## src/rtl/ulpi_link_if.sv

```systemverilog
// ULPI link-side front end: bus turnaround, RX CMD / data split, PHY register-write
// sequencer with dir-abort retry, and post-reset startup wait.
module ulpi_link_if #(
  parameter int unsigned STARTUP_CYCLES = 16,
  parameter int unsigned REG_RETRY_MAX  = 4,
  parameter bit          CMD_FILTER     = 1'b1
) (
  input  logic       clk_i,
  input  logic       rst_i,
  input  logic [7:0] ulpi_data_i,
  output logic [7:0] ulpi_data_o,
  output logic       ulpi_data_oe_o,
  input  logic       ulpi_dir_i,
  input  logic       ulpi_nxt_i,
  output logic       ulpi_stp_o,
  output logic       phy_ready_o,
  output logic [7:0] rx_data_o,
  output logic       rx_valid_o,
  output logic       rx_active_o,
  output logic       rx_error_o,
  output logic [1:0] linestate_o,
  output logic       rx_cmd_valid_o,
  input  logic       reg_wr_i,
  input  logic [5:0] reg_addr_i,
  input  logic [7:0] reg_data_i,
  output logic       reg_busy_o,
  output logic       reg_done_o,
  output logic       reg_err_o
);

  localparam int unsigned SW = $clog2(STARTUP_CYCLES + 1);
  localparam int unsigned RW = $clog2(REG_RETRY_MAX + 2);

  typedef enum logic [2:0] {S_IDLE, S_CMD, S_DATA, S_STP, S_WAIT} state_t;

  state_t        state_q, state_d;
  logic          dir_q;
  logic [SW-1:0] start_cnt_q;
  logic          ready_d;
  logic [5:0]    addr_q;
  logic [7:0]    wdata_q;
  logic [RW-1:0] retry_q;
  logic [7:0]    last_cmd_q;
  logic          last_vld_q;
  logic          accept;
  logic          link_owns_bus;
  logic [7:0]    data_d;
  logic          stp_d, done_d, err_d, busy_d;

  // Combinational only from dir so the link releases the bus in the same cycle dir rises.
  assign ulpi_data_oe_o = ~ulpi_dir_i & ~dir_q;
  assign link_owns_bus  = ulpi_data_oe_o;
  assign accept         = (state_q == S_IDLE) & ~reg_busy_o & reg_wr_i;
  assign ready_d        = phy_ready_o | (start_cnt_q == SW'(STARTUP_CYCLES));

  // Startup wait and dir history.
  always_ff @(posedge clk_i or posedge rst_i) begin
    if (rst_i) begin
      dir_q       <= 1'b0;
      start_cnt_q <= '0;
      phy_ready_o <= 1'b0;
    end else begin
      dir_q <= ulpi_dir_i;
      if (start_cnt_q != SW'(STARTUP_CYCLES)) start_cnt_q <= start_cnt_q + SW'(1);
      phy_ready_o <= ready_d;
    end
  end

  // RX path: runs whenever the PHY owns the bus, independent of the write sequencer.
  always_ff @(posedge clk_i or posedge rst_i) begin
    if (rst_i) begin
      rx_data_o      <= 8'h00;
      rx_valid_o     <= 1'b0;
      rx_active_o    <= 1'b0;
      rx_error_o     <= 1'b0;
      linestate_o    <= 2'b00;
      rx_cmd_valid_o <= 1'b0;
      last_cmd_q     <= 8'h00;
      last_vld_q     <= 1'b0;
    end else begin
      rx_valid_o     <= 1'b0;
      rx_error_o     <= 1'b0;
      rx_cmd_valid_o <= 1'b0;
      if (ulpi_dir_i & dir_q) begin
        if (ulpi_nxt_i) begin
          rx_data_o  <= ulpi_data_i;
          rx_valid_o <= 1'b1;
        end else begin
          linestate_o    <= ulpi_data_i[1:0];
          last_cmd_q     <= ulpi_data_i;
          last_vld_q     <= 1'b1;
          rx_cmd_valid_o <= ~(CMD_FILTER && last_vld_q && (ulpi_data_i == last_cmd_q));
          case (ulpi_data_i[5:4])
            2'b01:   rx_active_o <= 1'b1;
            2'b11:   rx_error_o  <= 1'b1;
            default: rx_active_o <= 1'b0;
          endcase
        end
      end else if (ulpi_dir_i & ~dir_q & ulpi_nxt_i) begin
        rx_active_o <= 1'b1;
      end else if (~ulpi_dir_i & dir_q) begin
        rx_active_o <= 1'b0;
      end
    end
  end

  // Sequencer state register.
  always_ff @(posedge clk_i or posedge rst_i) begin
    if (rst_i) state_q <= S_IDLE;
    else       state_q <= state_d;
  end

  // Sequencer next state; dir high in CMD/DATA aborts even if nxt is also high.
  always_comb begin
    state_d = state_q;
    case (state_q)
      S_IDLE: if (accept) state_d = S_CMD;
      S_CMD: begin
        if (ulpi_dir_i)                       state_d = S_WAIT;
        else if (ulpi_nxt_i && link_owns_bus) state_d = S_DATA;
      end
      S_DATA: begin
        if (ulpi_dir_i)                       state_d = S_WAIT;
        else if (ulpi_nxt_i && link_owns_bus) state_d = S_STP;
      end
      S_STP: state_d = S_IDLE;
      S_WAIT: begin
        if (!ulpi_dir_i && !dir_q)
          state_d = (retry_q <= RW'(REG_RETRY_MAX)) ? S_CMD : S_IDLE;
      end
      default: state_d = S_IDLE;
    endcase
  end

  // Sequencer outputs, computed for the next state and registered below.
  always_comb begin
    data_d = 8'h00;
    stp_d  = 1'b0;
    done_d = 1'b0;
    err_d  = 1'b0;
    case (state_d)
      S_CMD:   data_d = {2'b10, (state_q == S_IDLE) ? reg_addr_i : addr_q};
      S_DATA:  data_d = wdata_q;
      S_STP:   stp_d  = 1'b1;
      default: data_d = 8'h00;
    endcase
    if (state_q == S_STP) done_d = 1'b1;
    if (state_q == S_WAIT && state_d == S_IDLE) begin
      done_d = 1'b1;
      err_d  = 1'b1;
    end
    busy_d = ~(ready_d & (state_d == S_IDLE));
  end

  always_ff @(posedge clk_i or posedge rst_i) begin
    if (rst_i) begin
      ulpi_data_o <= 8'h00;
      ulpi_stp_o  <= 1'b0;
      reg_done_o  <= 1'b0;
      reg_err_o   <= 1'b0;
      reg_busy_o  <= 1'b1;
      addr_q      <= 6'h00;
      wdata_q     <= 8'h00;
      retry_q     <= '0;
    end else begin
      ulpi_data_o <= data_d;
      ulpi_stp_o  <= stp_d;
      reg_done_o  <= done_d;
      reg_err_o   <= err_d;
      reg_busy_o  <= busy_d;
      if (accept) begin
        addr_q  <= reg_addr_i;
        wdata_q <= reg_data_i;
        retry_q <= '0;
      end else if ((state_q == S_CMD || state_q == S_DATA) && ulpi_dir_i) begin
        retry_q <= retry_q + RW'(1);
      end
    end
  end

endmodule

```

## config.mk

```make
export PLATFORM = sky130hd
export DESIGN_NAME = ulpi_link_if
export DESIGN_NICKNAME = d
export VERILOG_FILES = /design/src/rtl/ulpi_link_if.sv
export SDC_FILE = /design/constraint.sdc
export NUM_CORES = 1
export LEC_CHECK = 0
export BUFFER_PORTS_ARGS = -buffer_cell sky130_fd_sc_hd__buf_2
export CAP_MARGIN = 20
export CELL_PAD_IN_SITES_DETAIL_PLACEMENT = 1
export CELL_PAD_IN_SITES_GLOBAL_PLACEMENT = 1
export CORE_MARGIN = 1.5
export CORE_UTILIZATION = 43
export CTS_CLUSTER_DIAMETER = 40
export CTS_CLUSTER_SIZE = 16
export DETAILED_ROUTE_END_ITERATION = 8
export PLACE_DENSITY = 0.81
export SYNTH_ARGS = -nofsm -noshare
export SYNTH_HDL_FRONTEND = slang
export SYNTH_SLANG_ARGS = --single-unit
```

## constraint.sdc

```tcl
create_clock -name clk_i -period 2.5 [get_ports clk_i]
set_clock_uncertainty 0.15 [all_clocks]
set_input_delay 0.25 -clock clk_i [delete_from_list [all_inputs] [get_ports clk_i]]
set_output_delay 0.25 -clock clk_i [all_outputs]
set_load 0.1 [all_outputs]
```

# Word-level counts from Yosys, hierarchy flattened

Index checks and enable logic that the tools add are counted.

Add/sub/neg operators: 2
Bitwise gates (word level): 15
Reductions and logical operators: 15
Order comparisons: 1
Mux-type cells: 28
Equal/unequal tests: 14

Operators by type and width:

| operator                                                               | number |
|---|---|
| 3-bit two-way mux                                                      | 8 |
| 1-bit two-way mux                                                      | 16 |
| 8-bit one-hot mux with 2 select lines                                  | 1 |
| 3-bit by 2-bit equality test with 1-bit output (second input constant) | 4 |
| 3-bit one-hot mux with 4 select lines                                  | 1 |
| 1-bit AND                                                              | 8 |
| 8-bit equality test                                                    | 1 |
| 3-bit by 1-bit equality test with 1-bit output (second input constant) | 2 |
| 3-bit logical NOT                                                      | 2 |
| 6-bit two-way mux                                                      | 1 |
| 1-bit NOT                                                              | 6 |
| 5-bit by 1-bit adder with 5-bit output (second input constant)         | 1 |
| 5-bit equality test (second input constant)                            | 1 |
| 1-bit logical AND                                                      | 5 |
| 5-bit inequality test (second input constant)                          | 1 |
| 2-bit inequality test (second input constant)                          | 2 |
| 2-bit AND reduction                                                    | 2 |
| 3-bit by 1-bit adder with 3-bit output (second input constant)         | 1 |
| 3-bit equality test (second input constant)                            | 1 |
| 3-bit <= comparator (second input constant)                            | 1 |
| 3-bit AND reduction                                                    | 1 |
| 3-bit nonzero test                                                     | 1 |
| 2-bit by 1-bit equality test with 1-bit output (second input constant) | 1 |
| 2-bit equality test (second input constant)                            | 1 |
| 5 further kinds                                                        | 6 |

Input bits: 27
Word-level logic and storage cells: 95
Flip-flop bits (word level): 62
Output and inout bits: 28

# Longest topological paths before layout

Gate-level depths: netlist of run 1.

Depth after elaboration: 9
Depth in mapped cells: 7
Mapped depth without buffers: 7

# Worst setup path before layout of run 1

Ideal clock, no wire load.

Path kind: flip-flop to flip-flop
From: register dir_q
To: register ulpi_data_o[0]
Cell stages (with the launch flop): 5
Arrival: 2.589 ns
Period minus slack after synthesis: 2.891 ns
Slack: -0.391 ns
Setup time: 0.152 ns
Path buffers: 0
Data required time: 2.198 ns
Cell sequence: dfrtp_1 -> nor2_1 -> a32oi_1 -> o211ai_1 -> o32ai_1

Longest elaborated chain between the ends: 8
Elaborated cells on any way between the ends: 14
Those cells by class: eq/ne: 2; mux: 7; bitwise: 2; reduce/logical: 3

RTL lines:

| item                                                                                                             | RTL line | source |
|---|---|---|
| start: declaration                                                                                               | 37       | `logic dir_q;` |
| start signal: assignment                                                                                         | 63       | `dir_q <= ulpi_dir_i;` |
| 1-bit NOT (*)                                                                                                    | 51       | `assign ulpi_data_oe_o = ~ulpi_dir_i & ~dir_q;` |
| 1-bit AND (*)                                                                                                    | 51       |  |
| named net ulpi_data_oe_o                                                                                         | 12       | `output logic ulpi_data_oe_o,` |
| 1-bit logical AND (*)                                                                                            | 120, 124 |  |
| 3-bit two-way mux, on equally long branches                                                                      | 124, 120 |  |
| 3-bit two-way mux, on equally long branches                                                                      | 123, 119 |  |
| 3-bit one-hot mux with 4 select lines (*)                                                                        | 116      | `case (state_q)` |
| 3-bit by 2-bit equality test with 1-bit output or 3-bit by 1-bit equality test with 1-bit output (tied branches) | 141      | `case (state_d)` |
| 8-bit one-hot mux with 2 select lines (*)                                                                        | 141      |  |
| named net data_d[0]                                                                                              | 47       | `logic [7:0] data_d;` |
| end signal: assignment                                                                                           | 166      | `ulpi_data_o <= data_d;` |
| end: declaration                                                                                                 | 11       | `output logic [7:0] ulpi_data_o,` |

Mark *: on every way through the listed nets, which the timed path passes. The rest lies on a longest branch.
A chain may end at the register's enable or synchronous reset.

# Worst setup path after layout of run 1

From: input port ulpi_dir_i
To: register ulpi_data_o[0]

Longest elaborated chain between the ends: 8
Elaborated cells on any way between the ends: 14
Those cells by class: eq/ne: 2; mux: 7; bitwise: 2; reduce/logical: 3

RTL lines:

| item                                                                                                             | RTL line | source |
|---|---|---|
| start: declaration                                                                                               | 13       | `input logic ulpi_dir_i,` |
| 1-bit NOT                                                                                                        | 51       |  |
| 1-bit AND                                                                                                        | 51       |  |
| 1-bit logical AND                                                                                                | 120, 124 |  |
| 3-bit two-way mux, on equally long branches                                                                      | 124, 120 |  |
| 3-bit two-way mux, on equally long branches                                                                      | 123, 119 |  |
| 3-bit one-hot mux with 4 select lines (*)                                                                        | 116      |  |
| 3-bit by 2-bit equality test with 1-bit output or 3-bit by 1-bit equality test with 1-bit output (tied branches) | 141      |  |
| 8-bit one-hot mux with 2 select lines (*)                                                                        | 141      |  |
| named net data_d[0]                                                                                              | 47       |  |

Marks and branches as above.

==> reports/summary.txt, run 1 <==
First-pass GRT wire length: 9.82 mm
Relative slew slack: 50.0%
Power Dens Cells: 1210 nW/um2
Total GRT Usage: 20.1%
Routed WL: 5.80 mm
Vias in the first global route: 1990
Synth Area in Compound Gates: 8.04%
Antenna violations before repair: 0
Final Hold Viols: 0
CTS tree: done
Clock buffer depth: 2
Max Clock Freq: 463 MHz
Post-synth EDFFs: 0
Clock group share of total power: 21.2%
Cell Chain, Critical Path: dlygate4sd3_1, buf_2, or2_2, o211ai_1, o32ai_1
Register bit total from synthesis: 60
Post-synth cell types: 45
Leak pwr: 0.00157 uW
Largest net degree at the start of global routing: 32
RSZ-0062 raised after global routing: false
Num ports: 55
Final setup TNS: 0 ns
Clock Pin Slew Worst Setup and Hold Paths: 0.07 ns
Cell Area, Synth: 2650 um2
CP bufs+invs: 2
Switching Share: 45.5%
XOR/XNOR Fraction of Synth Area: 4.97%
Worst-skew pair later-pin latency: 0.33 ns
Remaining routing DRC violations: 0
Finished Cell Area: 3260 um2
Number of H-tree levels: 3
CORE AREA: 5920 um2
Share of layout cells above drive strength 1: 36.8%
Comb power frac: 43.4%
Post-synth top area share: 55.8%
Ys async rst share: 100%
Final Setup Violations: 0
Adder-cell share of the synthesized area: 1.89%
Fin util: 55.0%
Period utilization: 86.3%
Starting DRT DRC Count: 69
Min cycle time layout: 2.16 ns
DP Area: 2980 um2
# rows: 28
Slowest cell on crit path: o211ai_1
Result of the run: finished, final reports clean
CP startpoint kind: primary input
RD Place Congestion: 0.771
CTS buffer count: 9
Cells taking the most area after synthesis: dfrtp_1 (56%), mux2_2 (9.4%), xnor2_1 (3.3%)
Fillers: 655
Max IR drop VDD: 0.543 mV
Post-synthesis simple-gate area fraction: 10.4%
Worst hold path type: in2reg
First-pass detailed-route iteration total: 6
Routed len/inst: 16.1 um
Ys flop type: dfrtp_1
Critical Path RT: 2.51 ns
Int Power: 2140 uW
Final ANT Viol Nets: 0
CP endpoint kind: register
Die ar.: 6630 um2
Vias/cell: 5.22
Number of max-cap violations: 0
Layout Area Growth over Synthesis: 23.1%
Worst path top cell family by delay: compound AO/OA/AOI/OAI gates
Post-synthesis mux area share: 12.8%
Critical Path Max Stage Delay: 0.63 ns
WP data arrival: 2.17 ns
Clock sinks: 60
Via count: 1878
CP Max Fanout: 8
# diodes: 0
Main combinational cell family by area after synthesis: multiplexers
Synth warn: 0
Buffers on Ports: 54
Die width: 81.4 um
HPWL after DPL: 4.03 mm
Count of pins over their slew limit: 0
Aggregate global routing overflow: 0
Clk root buf: clkbuf_8
Fin nets: 311
Post-synthesis sequential area ratio: 56.8%
PostCTS Resize Cnt: 0
Synth Net Count: 242
Slew @ Worst Pin: 0.747 ns
Initial Utilization: 44.7%
Sequential power share: 35.4%
Switch Pwr: 1790 uW
Syn Area/Cell: 12.5 um2
Kind of critical path: in2reg
Post-Syn Instances: 211
Area leader, netlist: dfrtp_1
Die height: 81.4 um
==> cell usage in the layout, fill, tap and decap left out, drive strengths merged, types with 4 or more instances in the layout <==
cell,count
xor2,5
clkbuf,11
ha,4
nor2,8
o32ai,6
o21ai,12
nand2,12
dfrtp,59
nor2b,5
xnor2,10
dlygate4sd3,9
mux2i,8
buf,58
mux2,23
inv,16
==> layer usage <==
metal / routed length (um) / GRT usage, % / vias up
li1: - / - / 862
met5: 0 / 0 / -
met3: 162 / 4.67 / 7
met2: 2950 / 32.6 / 30
met1: 2620 / 26.7 / 979
met4: 64 / 6.21 / 0
==> registers in the layout, indices dropped and copies added, names as in the netlist, 3 cells and up <==
name and flops:
rx_data_o 8, ulpi_data_o 8, wdata_q 8, last_cmd_q 7
addr_q 6, start_cnt_q 5, retry_q 3, state_q 3
==> worst min-delay path: cells and delay by family <==
family / cells / cell delay (ns)
buffers and inverters: 1 / 0.08
and+or+nand+nor: 1 / 0.05
AOI/OAI and AO/OA: 1 / 0.07
==> cell families after synthesis <==
logic type,after synthesis
buffers and inverters,25
adders and majority gates,4
DFF,60
muxes,31
and+or+nand+nor,47
AOI/OAI and AO/OA,29
xor gates and xnor gates,15
==> area by class of cell <==
| type | count | area [um2] | share of cell area (%) |
|---|---|---|---|
| flip-flops and latches | 60 | 1500 | 46.2 |
| multi-input cells | 126 | 1010 | 31.0 |
| repair buffers | 67 | 403 | 12.4 |
| clock buffers | 11 | 131 | 4.04 |
| well taps | 75 | 93.8 | 2.88 |
| inverters | 16 | 62.6 | 1.92 |
| clock inverters | 5 | 52.6 | 1.61 |
==> per-stage QoR <==
stage	worst slack, ns	hold slack (ns)	cells	total power (uW)
finish	0.342	0.0144	360	3930
global route	0.154	0.00638	360	4140
CTS	0.417	0.000717	360	3960
detailed placement	0.476	0.249	335	3100
global placement	0.489	0.242	335	3040
floorplan	0.178	0.131	211	2800
==> power by group through the flow <==
stage	registers (uW)	logic (uW)	clock network (uW)
after global routing	1430	1810	898
final	1390	1700	832
after global placement	1390	1650	0
after CTS	1390	1720	849
after floorplan	2090	711	0
after detailed placement	1410	1690	0
==> cells in the mapped netlist (2+ instances only) <==
cell	count
buf_4	4
buf_6	3
dfrtp_1	59
ha_1	4
inv_1	15
mux2_2	22
mux2i_1	8
nand2_1	12
nand2b_1	3
nand3_1	3
nor2_1	8
nor2b_1	5
nor3b_1	2
o211ai_1	2
o21ai_0	12
o32ai_1	6
or2_2	2
xnor2_1	10
xor2_1	5
==> final timing paths <==
kind                                        startpoint                    endpoint  slack, ns  cells past startpoint
worst max-delay path                        ulpi_dir_i    ulpi_data_o[0]$_DFF_PP0_       0.34                      5
worst min-delay path                     reg_data_i[3]      wdata_q[3]$_DFFE_PP0P_       0.01                      3
worst max register to register    state_q[0]$_DFF_PP0_    ulpi_data_o[0]$_DFF_PP0_       0.36                      4
worst min register to register  last_vld_q$_DFFE_PP0P_    rx_cmd_valid_o$_DFF_PP0_       0.32                      1
max in group asynchronous                        rst_i        reg_busy_o$_DFF_PP1_       1.13                      4
min in group asynchronous                        rst_i  start_cnt_q[1]$_DFFE_PP0N_       0.41                      3
==> timing repair <==
| action | CTS | global route |
|---|---|---|
| buffers inserted | 0 | 0 |
| hold endpoints to repair | 38 | 0 |
| hold buffers | 9 | 0 |
Power figures use the tool's default switching activity.
==> run 2: changes to the inputs <==
--- a/config.mk
+++ b/config.mk
@@ -9,12 +9,14 @@
 export CAP_MARGIN = 20
 export CELL_PAD_IN_SITES_DETAIL_PLACEMENT = 1
 export CELL_PAD_IN_SITES_GLOBAL_PLACEMENT = 1
-export CORE_MARGIN = 1.5
+export CORE_MARGIN = 1
 export CORE_UTILIZATION = 43
+export CTS_BUF_LIST = sky130_fd_sc_hd__clkbuf_16
 export CTS_CLUSTER_DIAMETER = 40
 export CTS_CLUSTER_SIZE = 16
 export DETAILED_ROUTE_END_ITERATION = 8
 export PLACE_DENSITY = 0.81
+export SETUP_SLACK_MARGIN = 0.05
 export SYNTH_ARGS = -nofsm -noshare
 export SYNTH_HDL_FRONTEND = slang
 export SYNTH_SLANG_ARGS = --single-unit
==> reports/summary.txt, run 2 (synthesized netlist as in run 1, its figures left out) <==
Clock sinks: 60
Die height: 80.4 um
Buffers on Ports: 54
Die width: 80.4 um
Clock buffer depth: 2
Largest net degree at the start of global routing: 61
Period utilization: 86.3%
Clk root buf: clkbuf_16
Most frequent cells in the layout: dfrtp_1 (59), buf_2 (54), mux2_2 (22)
Kind of critical path: in2reg
CP startpoint kind: primary input
Layout Area Growth over Synthesis: 24.1%
CP Max Fanout: 8
# rows: 28
Power Dens Cells: 1270 nW/um2
Failing checks: negative hold slack
Final Power: 4160 uW
Remaining routing DRC violations: 0
PostCTS Resize Cnt: 0
Max Clock Freq: 463 MHz
Number of H-tree levels: 3
Slew @ Worst Pin: 0.747 ns
Fin nets: 308
CTS buffer count: 9
CP endpoint kind: register
Worst hold path type: in2async
Final setup TNS: 0 ns
Routed WL: 6.10 mm
Aggregate global routing overflow: 0
Result of the run: finished with violations
Vias in the first global route: 2025
Share of layout cells above drive strength 1: 35.9%
Critical Path RT: 2.49 ns
HPWL after DPL: 3.79 mm
Leak pwr: 0.00159 uW
Biggest regs: rx_data_o: 8 flops, ulpi_data_o: 8 flops, wdata_q: 8 flops
Number of max-cap violations: 0
Final Setup Violations: 0
Clock Pin Slew Worst Setup and Hold Paths: 0.05 ns
Worst hold slack: -0.00197 ns
Relative slew slack: 50.2%
# diodes: 0
Via count: 1854
Count of pins over their slew limit: 0
Die ar.: 6470 um2
Min cycle time layout: 2.16 ns
Initial Utilization: 44.7%
Post-CTS Setup Inserts: 0
Commonest non-fill, non-tap cell in the layout: dfrtp_1
Antenna violations before repair: 0
Worst-skew pair later-pin latency: 0.32 ns
First-pass GRT wire length: 9.90 mm
Final worst setup slack: 0.342 ns
Vias/cell: 5.21
Routed len/inst: 17.1 um
RSZ-0062 raised after global routing: false
Inst Count DP: 334
WP data arrival: 2.15 ns
RD Place Congestion: 0.780
CTS tree: done
Total GRT Usage: 21.1%
Max IR drop VDD: 0.824 mV
Final ANT Viol Nets: 0
Starting DRT DRC Count: 94
DP Worst Slack: 0.479 ns
Final Hold Viols: 5
Final cell count without fillers: 356
Num ports: 55
CORE AREA: 5920 um2
# hold bufs at CTS: 7
First-pass detailed-route iteration total: 4
## run 2: report_power, final
part / internal [uW] / total, uW / switching [uW]
clock: 645 / 1050 / 402
sequential: 1240 / 1410 / 165
combinational: 435 / 1700 / 1270
## run 2: final timing paths
check,slack [ns],end,cells after the start,from
hold reg to reg,0.31,rx_cmd_valid_o$_DFF_PP0_,1,last_vld_q$_DFFE_PP0P_
setup reg to reg,0.40,ulpi_data_o[2]$_DFF_PP0_,4,state_q[0]$_DFF_PP0_
setup / recovery,0.34,ulpi_data_o[2]$_DFF_PP0_,5,ulpi_dir_i
min in group clk_i,0.02,wdata_q[4]$_DFFE_PP0P_,3,reg_data_i[4]
max in group asynchronous,1.72,ulpi_stp_o$_DFF_PP0_,3,rst_i
hold / removal,-0.002,phy_ready_o$_DFF_PP0_,3,rst_i
## run 2: layout make-up
class | count | area [um2]
clock buffer | 9 | 225
multi-input combinational | 126 | 1010
fill | 624 | 2640
tap | 75 | 93.8
inverter | 16 | 62.6
timing repair buffer | 64 | 363
clock inverter | 6 | 25.0
sequential | 60 | 1500
## run 2: layer usage
metal,GRT usage [%],vias to the layer above,part of all wire (%),routed length [um]
li1,-,858,-,-
met1,24.9,941,42,2540
met2,35.7,39,52,3190
met3,3.75,16,2.7,164
met4,12.7,0,3.4,207
met5,0,-,0,0
## run 2: worst max-delay path, stage by stage
cell and delay (ns):
dlygate4sd3_1 0.53, buf_2 0.18, or2_2 0.34, o211ai_1 0.61, o32ai_1 0.25
## run 2: through the flow
stage	hold WS, ns	utilization, %	instance area, um2
after CTS	0.00178	55.4	3280
after global routing	0.0282	55.4	3280
final	-0.00197	55.4	3280
after detailed placement	0.314	50.0	2960
after floorplan	0.131	-	2650
after global placement	0.304	50.0	2960
==> run 3: changes to the inputs <==
--- a/config.mk
+++ b/config.mk
@@ -9,6 +9,7 @@
 export CAP_MARGIN = 20
 export CELL_PAD_IN_SITES_DETAIL_PLACEMENT = 1
 export CELL_PAD_IN_SITES_GLOBAL_PLACEMENT = 1
+export CORE_ASPECT_RATIO = 0.9
 export CORE_MARGIN = 1
 export CORE_UTILIZATION = 43
 export CTS_BUF_LIST = sky130_fd_sc_hd__clkbuf_16
==> reports/summary.txt, run 3 (synthesized netlist as in run 1, its figures left out) <==
Share of layout cells above drive strength 1: 36.9%
CP bufs+invs: 2
Reg2reg start: state_q[0]$_DFF_PP0_
Initial Utilization: 45.7%
Reg2reg setup slack: 0.35 ns
Fin nets: 308
Power Dens Cells: 1270 nW/um2
Leak pwr: 0.00158 uW
Worst hold path type: in2async
Slowest cell on crit path: o211ai_1
Num ports: 55
Commonest non-fill, non-tap cell in the layout: dfrtp_1
Worst-skew pair later-pin latency: 0.32 ns
Sequential power share: 33.3%
Die width: 84.7 um
RD Place Congestion: 0.731
Final ANT Viol Nets: 0
CP startpoint kind: primary input
Starting DRT DRC Count: 72
Slew @ Worst Pin: 0.778 ns
HPWL after DPL: 3.93 mm
Kind of critical path: in2reg
Reg-to-Reg End: ulpi_data_o[2]$_DFF_PP0_
DP Area: 2960 um2
CTS buffer count: 9
# rows: 26
First-pass detailed-route iteration total: 6
Relative slew slack: 47.9%
Via count: 1797
Switching Share: 44.0%
Stages on the worst setup path: 5
Max Clock Freq: 458 MHz
CP endpoint kind: register
Largest net degree at the start of global routing: 61
Biggest regs: rx_data_o: 8 flops, ulpi_data_o: 8 flops, wdata_q: 8 flops
Final setup TNS: 0 ns
Clock sinks: 60
R2R cell count: 4
Most frequent cells in the layout: dfrtp_1 (59), buf_2 (54), mux2_2 (22)
Die ar.: 6470 um2
Min cycle time layout: 2.18 ns
Vias in the first global route: 1999
RSZ-0062 raised after global routing: false
PostCTS Resize Cnt: 0
Total GRT Usage: 20.8%
Worst path top cell family by delay: compound AO/OA/AOI/OAI gates
Clock group share of total power: 25.5%
Int Power: 2330 uW
Clk root buf: clkbuf_16
Result of the run: finished with violations
WP data arrival: 2.18 ns
Die height: 76.4 um
Routed WL: 5.85 mm
Vias/cell: 5.11
Failing checks: negative hold slack
Comb power frac: 41.1%
First-pass GRT wire length: 10.2 mm
Number of H-tree levels: 3
# diodes: 0
Final Hold Viols: 11
Switch Pwr: 1840 uW
CTS tree: done
Max IR drop VDD: 0.490 mV
Routed len/inst: 16.6 um
Crit path launch: ulpi_dir_i
Remaining routing DRC violations: 0
CP Max Fanout: 8
Clock buffer depth: 2
Count of pins over their slew limit: 0
Cell Chain, Critical Path: dlygate4sd3_1, buf_2, or2_2, o211ai_1, o32ai_1
Period utilization: 87.3%
Layout Area Growth over Synthesis: 24.1%
CP endpoint: ulpi_data_o[2]$_DFF_PP0_
Critical Path RT: 2.50 ns
Clock Pin Slew Worst Setup and Hold Paths: 0.05 ns
Worst hold slack: -0.0130 ns
Finished Cell Area: 3280 um2
Number of max-cap violations: 0
Critical Path Max Stage Delay: 0.65 ns
Fillers: 632
Antenna violations before repair: 0
CORE AREA: 5790 um2
Buffers on Ports: 54
Aggregate global routing overflow: 0
Final Setup Violations: 0
==> run 3: cell count changes in the layout (fill, tap and decap cells not counted) <==
cell           delta
inv_1             -2
buf_4             +1
clkinv_1          +1
clkinv_2          +1
clkinvlp_4        +1
dlygate4sd3_1     -1
==> run 3: power groups by stage <==
stage          registers, uW  clock network, uW  logic (uW)
6_report                1390               1070        1720
5_1_grt                 1430               1130        1820
4_1_cts                 1390               1090        1720
3_5_place_dp            1410                  0        1690
3_3_place_gp            1390                  0        1660
2_1_floorplan           2090                  0         711
==> run 3: worst min path at each step <==
| stage | startpoint | to | slack (ns) | depth (start not counted) |
|---|---|---|---|---|
| floorplan | ulpi_dir_i | dir_q$_DFF_PP0_ | 0.13 | 0 |
| detailed placement | last_vld_q$_DFFE_PP0P_ | rx_cmd_valid_o$_DFF_PP0_ | 0.29 | 1 |
| global route | reg_addr_i[5] | addr_q[5]$_DFFE_PP0P_ | 0.03 | 2 |
| global placement | last_vld_q$_DFFE_PP0P_ | rx_cmd_valid_o$_DFF_PP0_ | 0.30 | 1 |
| finish | rst_i | addr_q[2]$_DFFE_PP0P_ | -0.01 | 3 |
| CTS | reg_data_i[6] | wdata_q[6]$_DFFE_PP0P_ | 0.005 | 3 |
==> run 3: routing by layer <==
| metal | wire [um] | global-route usage, % | vias up |
|---|---|---|---|
| li1 | - | - | 855 |
| met1 | 2570 | 25.9 | 908 |
| met2 | 3040 | 35.1 | 27 |
| met3 | 173 | 5.85 | 7 |
| met4 | 69 | 6.61 | 0 |
| met5 | 0 | 0 | - |
==> run 3: cell type report <==
cell class              instances  area (um2)  share of cell area [%]
flip-flops and latches         60        1500                    45.8
multi-input cells             126        1010                    30.8
repair buffers                 64         360                    11.0
clock buffers                   9         225                    6.86
well taps                      70        87.6                    2.67
inverters                      16        62.6                    1.91
clock inverters                 7        33.8                    1.03
==> run 3: worst register-to-register path, cell delays in order (launching register included) <==
cell and delay (ns):
dfrtp_1 0.54, nor2b_1 0.27, mux2i_1 0.14, o211ai_1 0.65
o32ai_1 0.23
==> run 3: repair_timing <==
action,4_1_cts,5_1_grt
setup buffers,0,0
endpoints found under the hold margin,6,0
hold buffers,6,0
==> run 3: metrics by stage <==
stage,total power [uW],hold slack [ns],setup slack [ns],std cells,util [%]
2_1_floorplan,2800,0.131,0.178,211,-
3_3_place_gp,3050,0.299,0.479,330,51.2
3_5_place_dp,3100,0.293,0.380,330,51.2
4_1_cts,4200,0.00480,0.349,352,56.7
5_1_grt,4370,0.0278,0.264,352,56.7
6_report,4170,-0.0130,0.317,352,56.7
